==> src/rtl/c6288_pkg.sv <==
// ============================================================================
//  Module      : c6288_pkg
//  Description : Shared types and constants for the c6288 divider block.
//  Revision    : 1.0
// ============================================================================
`default_nettype none

package c6288_pkg;

   localparam int C6288_W = 16;

   typedef enum logic [1:0] {
      IDLE = 2'd0,
      BUSY = 2'd1,
      DONE = 2'd2
   } div_state_t;

   // Pattern returned with out_err on overflow / zero divisor
   localparam logic [2*C6288_W-1:0] C6288_DIV_ERR_DATA = {(2*C6288_W){1'b1}};

endpackage : c6288_pkg

`default_nettype wire

==> src/rtl/c6288_div_step.sv <==
// ============================================================================
//  Module      : c6288_div_step
//  Description : One combinational restoring-division step (rem/dvd shift).
//  Revision    : 1.0
// ============================================================================
`default_nettype none

module c6288_div_step #(
   parameter int W = 16
) (
   input  logic [W-1:0] rem_i,
   input  logic [W-1:0] dvd_i,
   input  logic [W-1:0] div_i,
   output logic [W-1:0] rem_o,
   output logic [W-1:0] dvd_o
);

   logic [W:0] w_trial;
   logic       w_qbit;

   // The trial remainder is W+1 bits wide so the compare never wraps;
   // when it succeeds the difference always fits back into W bits.
   assign w_trial = {rem_i, dvd_i[W-1]};
   assign w_qbit  = (w_trial >= {1'b0, div_i});
   assign rem_o   = w_qbit ? (w_trial[W-1:0] - div_i) : w_trial[W-1:0];
   assign dvd_o   = {dvd_i[W-2:0], w_qbit};

endmodule : c6288_div_step

`default_nettype wire

==> src/rtl/c6288_div.sv <==
// ============================================================================
//  Module      : c6288_div
//  Description : Sequential 2W/W unsigned restoring divider, ready/valid.
//                Optional early error exit selected by C6288_DIV_ERR_EN.
//  Revision    : 1.0
// ============================================================================
`default_nettype none

module c6288_div
   import c6288_pkg::*;
#(
   parameter int W = C6288_W
) (
   input  logic           clk,
   input  logic           rst_n,
   input  logic           in_valid,
   output logic           in_ready,
   input  logic [2*W-1:0] in_product,
   input  logic [W-1:0]   in_divisor,
   output logic           out_valid,
   input  logic           out_ready,
   output logic [2*W-1:0] out_data,
   output logic           out_err
);

   localparam int              CNT_W     = (W > 1) ? $clog2(W) : 1;
   localparam logic [CNT_W-1:0] LAST_STEP = CNT_W'(W - 1);

   div_state_t       state_q;
   logic [W-1:0]     rem_q;
   logic [W-1:0]     dvd_q;
   logic [W-1:0]     div_q;
   logic [W-1:0]     rem_d;
   logic [W-1:0]     dvd_d;
   logic [CNT_W-1:0] cnt_q;
   logic             in_ready_q;
   logic             out_valid_q;

   c6288_div_step #(
      .W (W)
   ) u_step (
      .rem_i (rem_q),
      .dvd_i (dvd_q),
      .div_i (div_q),
      .rem_o (rem_d),
      .dvd_o (dvd_d)
   );

`ifdef C6288_DIV_ERR_EN
   localparam logic [2*W-1:0] ERR_DATA = (2*W)'(C6288_DIV_ERR_DATA);
   logic err_q;
   assign out_err = err_q;
`else
   assign out_err = 1'b0;
`endif

   always_ff @(posedge clk) begin
      if (!rst_n) begin
         state_q     <= IDLE;
         rem_q       <= '0;
         dvd_q       <= '0;
         div_q       <= '0;
         cnt_q       <= '0;
         in_ready_q  <= 1'b1;
         out_valid_q <= 1'b0;
`ifdef C6288_DIV_ERR_EN
         err_q       <= 1'b0;
`endif
      end else begin
         case (state_q)
            IDLE: begin
               if (in_valid && in_ready_q) begin
                  in_ready_q <= 1'b0;
                  div_q      <= in_divisor;
                  cnt_q      <= '0;
`ifdef C6288_DIV_ERR_EN
                  if ((in_divisor == '0) || (in_product[2*W-1:W] >= in_divisor)) begin
                     rem_q       <= ERR_DATA[2*W-1:W];
                     dvd_q       <= ERR_DATA[W-1:0];
                     err_q       <= 1'b1;
                     out_valid_q <= 1'b1;
                     state_q     <= DONE;
                  end else begin
                     rem_q   <= in_product[2*W-1:W];
                     dvd_q   <= in_product[W-1:0];
                     state_q <= BUSY;
                  end
`else
                  rem_q   <= in_product[2*W-1:W];
                  dvd_q   <= in_product[W-1:0];
                  state_q <= BUSY;
`endif
               end
            end
            BUSY: begin
               rem_q <= rem_d;
               dvd_q <= dvd_d;
               cnt_q <= cnt_q + CNT_W'(1);
               if (cnt_q == LAST_STEP) begin
                  out_valid_q <= 1'b1;
                  state_q     <= DONE;
               end
            end
            DONE: begin
               // Result registers are frozen here until the consumer takes them
               if (out_ready) begin
                  out_valid_q <= 1'b0;
                  in_ready_q  <= 1'b1;
`ifdef C6288_DIV_ERR_EN
                  err_q       <= 1'b0;
`endif
                  state_q     <= IDLE;
               end
            end
            default: begin
               out_valid_q <= 1'b0;
               in_ready_q  <= 1'b1;
               state_q     <= IDLE;
            end
         endcase
      end
   end

   assign in_ready  = in_ready_q;
   assign out_valid = out_valid_q;
   assign out_data  = {rem_q, dvd_q};

endmodule : c6288_div

`default_nettype wire

==> config.mk <==
export PLATFORM = sky130hd
export DESIGN_NAME = c6288_div
export DESIGN_NICKNAME = d
export VERILOG_FILES = /design/src/rtl/c6288_pkg.sv /design/src/rtl/c6288_div_step.sv /design/src/rtl/c6288_div.sv
export SDC_FILE = /design/constraint.sdc
export NUM_CORES = 1
export LEC_CHECK = 0
export CAP_MARGIN = 15
export CORE_MARGIN = 2
export CORE_UTILIZATION = 53
export DETAILED_ROUTE_END_ITERATION = 8
export PLACE_DENSITY_LB_ADDON = 0.12
export SKIP_LAST_GASP = 1
export SLEW_MARGIN = 10
export SYNTH_ARGS = -nofsm -noshare
export SYNTH_HDL_FRONTEND = slang
export SYNTH_SLANG_ARGS = --single-unit
==> constraint.sdc <==
create_clock -name clk -period 3.7 [get_ports clk]
set_input_delay 0.925 -clock clk [delete_from_list [all_inputs] [get_ports clk]]
set_output_delay 0.925 -clock clk [all_outputs]
set_load 0.02 [all_outputs]
==> summary.txt, run 1 <==
CTS buffer count: 5
Post-CTS Setup Inserts: 0
synthesized area: 3380 µm²
wire length per cell: 14.5 µm
reg-to-reg slack, setup: 0.93 ns
final instance area: 4390 µm²
Max stage delay on crit path: 0.56 ns
Leakage: 0.00178 µW
Tmin final: 2.77 ns
setup TNS: 0 ns
hpwl dp: 5910 µm
switching share of total power: 36.8%
Hold Path Sink: div_q[15]$_SDFFE_PN0P_
global-route usage over all layers: 22.9%
Hold Fails Final Rpt: 0
DR vias: 3,233
routability cong.: 0.851
Slowest cell on crit path: a221oi_1
Antenna Nets Post-Route: 0
Starting Density: 53.9%
htree depth: 2
P per Cell Area: 500 nW/µm²
synth unique cells: 56
area growth from synthesis to layout: 29.8%
vias per cell: 5.70
top-level I/O count: 87
met2 Track Usage GR: 40.7%
layout cells sized above 1: 6.33%
Worst VDD drop: 0.000241 V
# setup viols final: 0
ANT cells: 0
most numerous cell in the Yosys netlist: nand2_1
Place WS: 0.800 ns
share of power burned in registers: 32.8%
Worst-path clk slew: 0.10 ns
first-pass GRT wire length: 13,500 µm
reg2reg end: rem_q[14]$_SDFFE_PN0P_
sequential share of the synthesized area: 33.1%
combinational power share: 47.6%
nets: 559
CTS root buffer: clkbuf_8
initial antenna violation count: 0
P_sw: 810 µW
post-synth net total: 486
Die X: 83.9 µm
Synth async-reset ratio: 0%
clk sinks: 56
Inst Count DP: 559
TritonCTS clock tree: built
max-cap viol count: 0
latest clock arrival within the worst-skew pair: 0.31 ns
Crit path required time: 3.90 ns
hold path startpoint: div_q[15]$_SDFFE_PN0P_
CP Launch Type: flip-flop
Critical Path End Type: flip-flop
Die Y: 83.9 µm
GRT overflow: 0
Slew Limit Headroom: 31.5%
Worst Skew: 0.00735 ns
RSZ-0062 raised after global routing: false
post-CTS sizing: 0
initial DRC count: 142
first drt pass iteration count: 4
#FFs+latches synth: 56
GR peak layer: met2
# DRC: 0
core area: 6280 µm²
Rows: 29
crit path cell chain: inv_1 -> ha_1 -> inv_1 -> fa_1 -> a21o_1 -> a221oi_1 -> or3_1 -> a211oi_1 -> or3_1 -> nand3_1 -> a21oi_1
maximum clock insertion buffer count: 2
total die area: 7040 µm²
WP data arrival: 2.97 ns
EDFF count, synth: 0
Worst-Margin Slew: 1.02 ns
Tcrit/Tclk final: 75.0%
Synth area leaders: dfxtp_1 (33%), nand2_1 (9.4%), a21boi_0 (7.1%)
Clk network pwr share: 19.6%
critical path class: reg2reg
WHS: 0.470 ns
Avg Cell Area, Syn: 8.14 µm²
Worst Path Max Fanout: 4
Fillers: 533
largest net degree at the start of global routing: 34
Mapped Cells: 416
status: finished, final reports clean
Worst Reg-to-Reg Cells: 11
Synth Flop Type: dfxtp_1
FMAX: 0.360 GHz
met1 Usage GRT: 28.8%
internal power: 1390 µW
Placed Area: 4270 µm²
final std cells w/o fill: 567
Final Slew Violations: 0
I/O Buffers: 85
area share of the largest cell type after synthesis: 33.1%
vias in the first global route: 3,056
GRT met3 Usage: 4.06%
hold depth: 2
Hold Crit Class: reg2reg
area leader, netlist: dfxtp_1
final worst setup slack: 0.925 ns
leading cell types by count after synthesis: nand2_1 (85), dfxtp_1 (56), a21boi_0 (32)
reg2reg start: dvd_q[15]$_SDFFE_PN0P_
synth warn: 0
final WL: 8240 µm
CTS Hold Bufs: 0
==> state kept, by name, indices dropped and copies added, names as in the netlist <==
register,flops
div_q,16
dvd_q,16
rem_q,16
cnt_q,4
state_q,2
in_ready,1
out_valid,1
==> how the worst max path moves through the flow <==
stage                            from                     end  slack [ns]  depth (start not counted)
2_1_floorplan   rem_q[0]$_SDFFE_PN0P_   rem_q[2]$_SDFFE_PN0P_        1.21                          8
3_3_place_gp                 in_valid   cnt_q[3]$_SDFFE_PN0P_        0.85                          5
3_5_place_dp                 in_valid   cnt_q[3]$_SDFFE_PN0P_        0.80                          5
4_1_cts        dvd_q[15]$_SDFFE_PN0P_  rem_q[14]$_SDFFE_PN0P_        0.95                         11
5_1_grt        dvd_q[15]$_SDFFE_PN0P_  rem_q[14]$_SDFFE_PN0P_        0.78                         11
6_report       dvd_q[15]$_SDFFE_PN0P_  rem_q[14]$_SDFFE_PN0P_        0.93                         11
==> worst max-delay path: cells and delay by family, from the launching register on <==
kind / cells / cell delay (ns)
buffers and inverters: 2 / 0.13
AND/OR/NAND/NOR: 3 / 0.70
AO/OA/AOI/OAI: 4 / 0.92
adder cells (fa/ha/maj): 2 / 0.56
flip-flops: 1 / 0.34
==> power by group through the flow <==
stage | clock network, µW | logic (µW) | registers (µW)
2_1_floorplan | 0 | 737 | 776
3_3_place_gp | 0 | 1020 | 733
3_5_place_dp | 0 | 1040 | 734
4_1_cts | 438 | 1050 | 721
5_1_grt | 458 | 1140 | 730
6_report | 431 | 1050 | 721
==> cells in the final DEF, fill, tap and decap left out, types with 9 or more instances in the layout <==
master / count
o21ai_0: 9
xnor2_1: 9
clkdlybuf4s50_1: 85
a21oi_1: 19
nand2_1: 85
dfxtp_1: 56
ha_1: 17
inv_1: 22
nand3_1: 20
a22oi_1: 15
a21boi_0: 32
nor2_1: 12
==> cell type report <==
| class | count | area (µm²) | area share, % |
|---|---|---|---|
| clock buffers | 6 | 82.6 | 1.88 |
| well taps | 77 | 96.3 | 2.19 |
| flip-flops and latches | 56 | 1120 | 25.5 |
| inverters | 22 | 82.6 | 1.88 |
| clock inverters | 2 | 38.8 | 0.883 |
| multi-input cells | 312 | 2070 | 47.1 |
| repair buffers | 92 | 903 | 20.6 |
==> per-stage QoR <==
step | power [µW] | util [%]
after floorplan | 1510 | -
after global placement | 1750 | 68.0
after detailed placement | 1770 | 68.0
after CTS | 2200 | 70.0
after global routing | 2330 | 70.0
final | 2200 | 70.0
==> logic make-up (layout without fill, tap and decap cells) <==
logic type,after synthesis,count (layout),share of synthesized area [%]
muxes,13,13,4.73
other,1,1,0.111
xor gates and xnor gates,13,13,3.36
and+or+nand+nor,148,148,20.3
adders and majority gates,18,18,6.88
buffers and inverters,48,122,5.99
DFF,56,56,33.1
AOI/OAI and AO/OA,119,119,25.5
==> metal layers <==
layer	vias to the layer above	wire, µm
met4	0	76
li1	1608	-
met3	10	419
met5	-	0
met2	89	4010
met1	1526	3730
No activity file was read; power rests on OpenSTA's default activity.
==> inputs of run 2 (changes only) <==
Settings changed: CORE_UTILIZATION 53 to 49.
Clock period 3.7 ns to 2.78 ns, I/O delays scaled along.
==> run 2 against run 1 <==
Worst setup slack got worse by 0.80 ns. Clock-buffer cell count fell by 1. Final area increased by 1.1%. Die area up 7.8%.
==> summary.txt, run 2 (synthesis results as in run 1) <==
status: finished, final reports clean
crit path cell chain: inv_1 -> ha_1 -> nor2b_1 -> o2111a_1 -> o311ai_0 -> a2111o_2 -> nand2_8 -> mux2_4 -> o211a_1
global-route usage over all layers: 22.8%
initial antenna violation count: 0
Crit path depth: 9
Fillers: 585
FMAX: 0.377 GHz
WP data arrival: 2.88 ns
Starting Density: 50.1%
Hold Fails Final Rpt: 0
vias in the first global route: 3,057
WHS: 0.469 ns
share of power burned in registers: 33.0%
Antenna Nets Post-Route: 0
final worst setup slack: 0.126 ns
ANT cells: 0
Worst VDD drop: 0.000338 V
Leakage: 0.00181 µW
wire length per cell: 14.7 µm
area growth from synthesis to layout: 31.2%
total die area: 7590 µm²
CP Launch Type: flip-flop
clk sinks: 56
hold depth: 2
CTS Hold Bufs: 0
post-CTS sizing: 0
Slew Limit Headroom: 54.4%
Clk network pwr share: 17.5%
P_sw: 1120 µW
Final Slew Violations: 0
hpwl dp: 6310 µm
routability cong.: 0.905
max-cap viol count: 0
Crit path required time: 3.00 ns
GRT overflow: 0
# setup viols final: 0
Place WS: 0.153 ns
Worst Skew: 0.0123 ns
Max stage delay on crit path: 0.58 ns
internal power: 1780 µW
top-level I/O count: 87
first drt pass iteration count: 4
Die Y: 87.1 µm
Post-CTS Setup Inserts: 0
Worst-Margin Slew: 0.681 ns
core area: 6760 µm²
layout cells sized above 1: 8.02%
largest net degree at the start of global routing: 26
Rows: 30
initial DRC count: 122
Worst-path clk slew: 0.11 ns
Hold Crit Class: reg2reg
maximum clock insertion buffer count: 2
Largest regs: div_q (16), dvd_q (16), rem_q (16)
critical path class: reg2reg
vias per cell: 5.52
# DRC: 0
TritonCTS clock tree: built
latest clock arrival within the worst-skew pair: 0.33 ns
combinational power share: 49.5%
CTS buffer count: 5
htree depth: 2
DR vias: 3,197
commonest non-fill, non-tap cells in the layout: nand2_1 (85), clkdlybuf4s50_1 (85), dfxtp_1 (56)
Tcrit/Tclk final: 95.5%
final WL: 8540 µm
multi-input logic area: 2070 µm²
Die X: 87.1 µm
largest delay contributor family on the critical path: compound AO/OA/AOI/OAI gates
RSZ-0062 raised after global routing: false
CTS root buffer: clkbuf_8
first-pass GRT wire length: 14,000 µm
P per Cell Area: 653 nW/µm²
Tmin final: 2.65 ns
Critical Path End Type: flip-flop
nets: 568
Worst Reg-to-Reg Cells: 9
Slowest cell on crit path: a2111o_2
Worst Path Buf+Inv: 1
Reg area: 1120 µm²
switching share of total power: 38.8%
I/O Buffers: 85
setup TNS: 0 ns
Worst Path Max Fanout: 19
run 2: cell types whose count changed in the layout (fill, tap and decap cells not counted):
cell       previous run  this run
inv_8                 0         1
buf_4                 7        16
inv_6                 0         2
bufinv_16             1         0
clkinv_4              1         0
clkbuf_8              6         5
run 2: final cells by class:
type / count / share of cell area [%]
Sequential cell: 56 / 25.2
Clock inverter: 3 / 0.648
Clock buffer: 5 / 1.55
Tap cell: 80 / 2.25
Inverter: 22 / 1.86
Multi-Input combinational cell: 312 / 46.6
Timing Repair Buffer: 101 / 21.9
run 2: power groups by stage:
stage	sequential, µW	combinational (µW)	clock [µW]
final	958	1440	506
after global routing	969	1560	539
after CTS	956	1430	509
after detailed placement	973	1420	0
after global placement	972	1400	0
after floorplan	1030	981	0
run 2: worst register-to-register path: stages (launching register included):
cell and delay, ns:
dfxtp_1 0.35, inv_1 0.07, ha_1 0.28, nor2b_1 0.20
o2111a_1 0.21, o311ai_0 0.15, a2111o_2 0.58, nand2_8 0.19
mux2_4 0.33, o211a_1 0.20
run 2: final timing paths:
path	start	endpoint	slack, ns
worst max-delay path	div_q[1]$_SDFFE_PN0P_	rem_q[1]$_SDFFE_PN0P_	0.13
worst max register to register	div_q[1]$_SDFFE_PN0P_	rem_q[1]$_SDFFE_PN0P_	0.13
worst min register to register	div_q[13]$_SDFFE_PN0P_	div_q[13]$_SDFFE_PN0P_	0.47
worst min-delay path	div_q[13]$_SDFFE_PN0P_	div_q[13]$_SDFFE_PN0P_	0.47
run 2: through the flow:
stage	instances	cell area (µm²)	total power [µW]	util [%]
global route	579	4440	3070	65.7
global placement	571	4340	2370	64.3
finish	579	4440	2900	65.7
floorplan	416	3380	2010	-
detailed placement	571	4340	2400	64.3
CTS	579	4440	2900	65.7
run 2: metal layers:
| metal | routed length [µm] | up-vias | part of all wire (%) | global-route usage, % |
|---|---|---|---|---|
| met5 | 0 | - | 0 | 0 |
| met4 | 135 | 0 | 1.6 | 5.31 |
| met2 | 3890 | 99 | 46 | 37.9 |
| met3 | 503 | 12 | 5.9 | 5.02 |
| met1 | 4010 | 1458 | 47 | 30.1 |
| li1 | - | 1628 | - | - |
==> inputs of run 3 (changes only) <==
Settings changed: CTS_CLUSTER_SIZE set to 20.
==> results of run 3 <==
No change in the layout: final DEF, timing and power equal those of run 2.
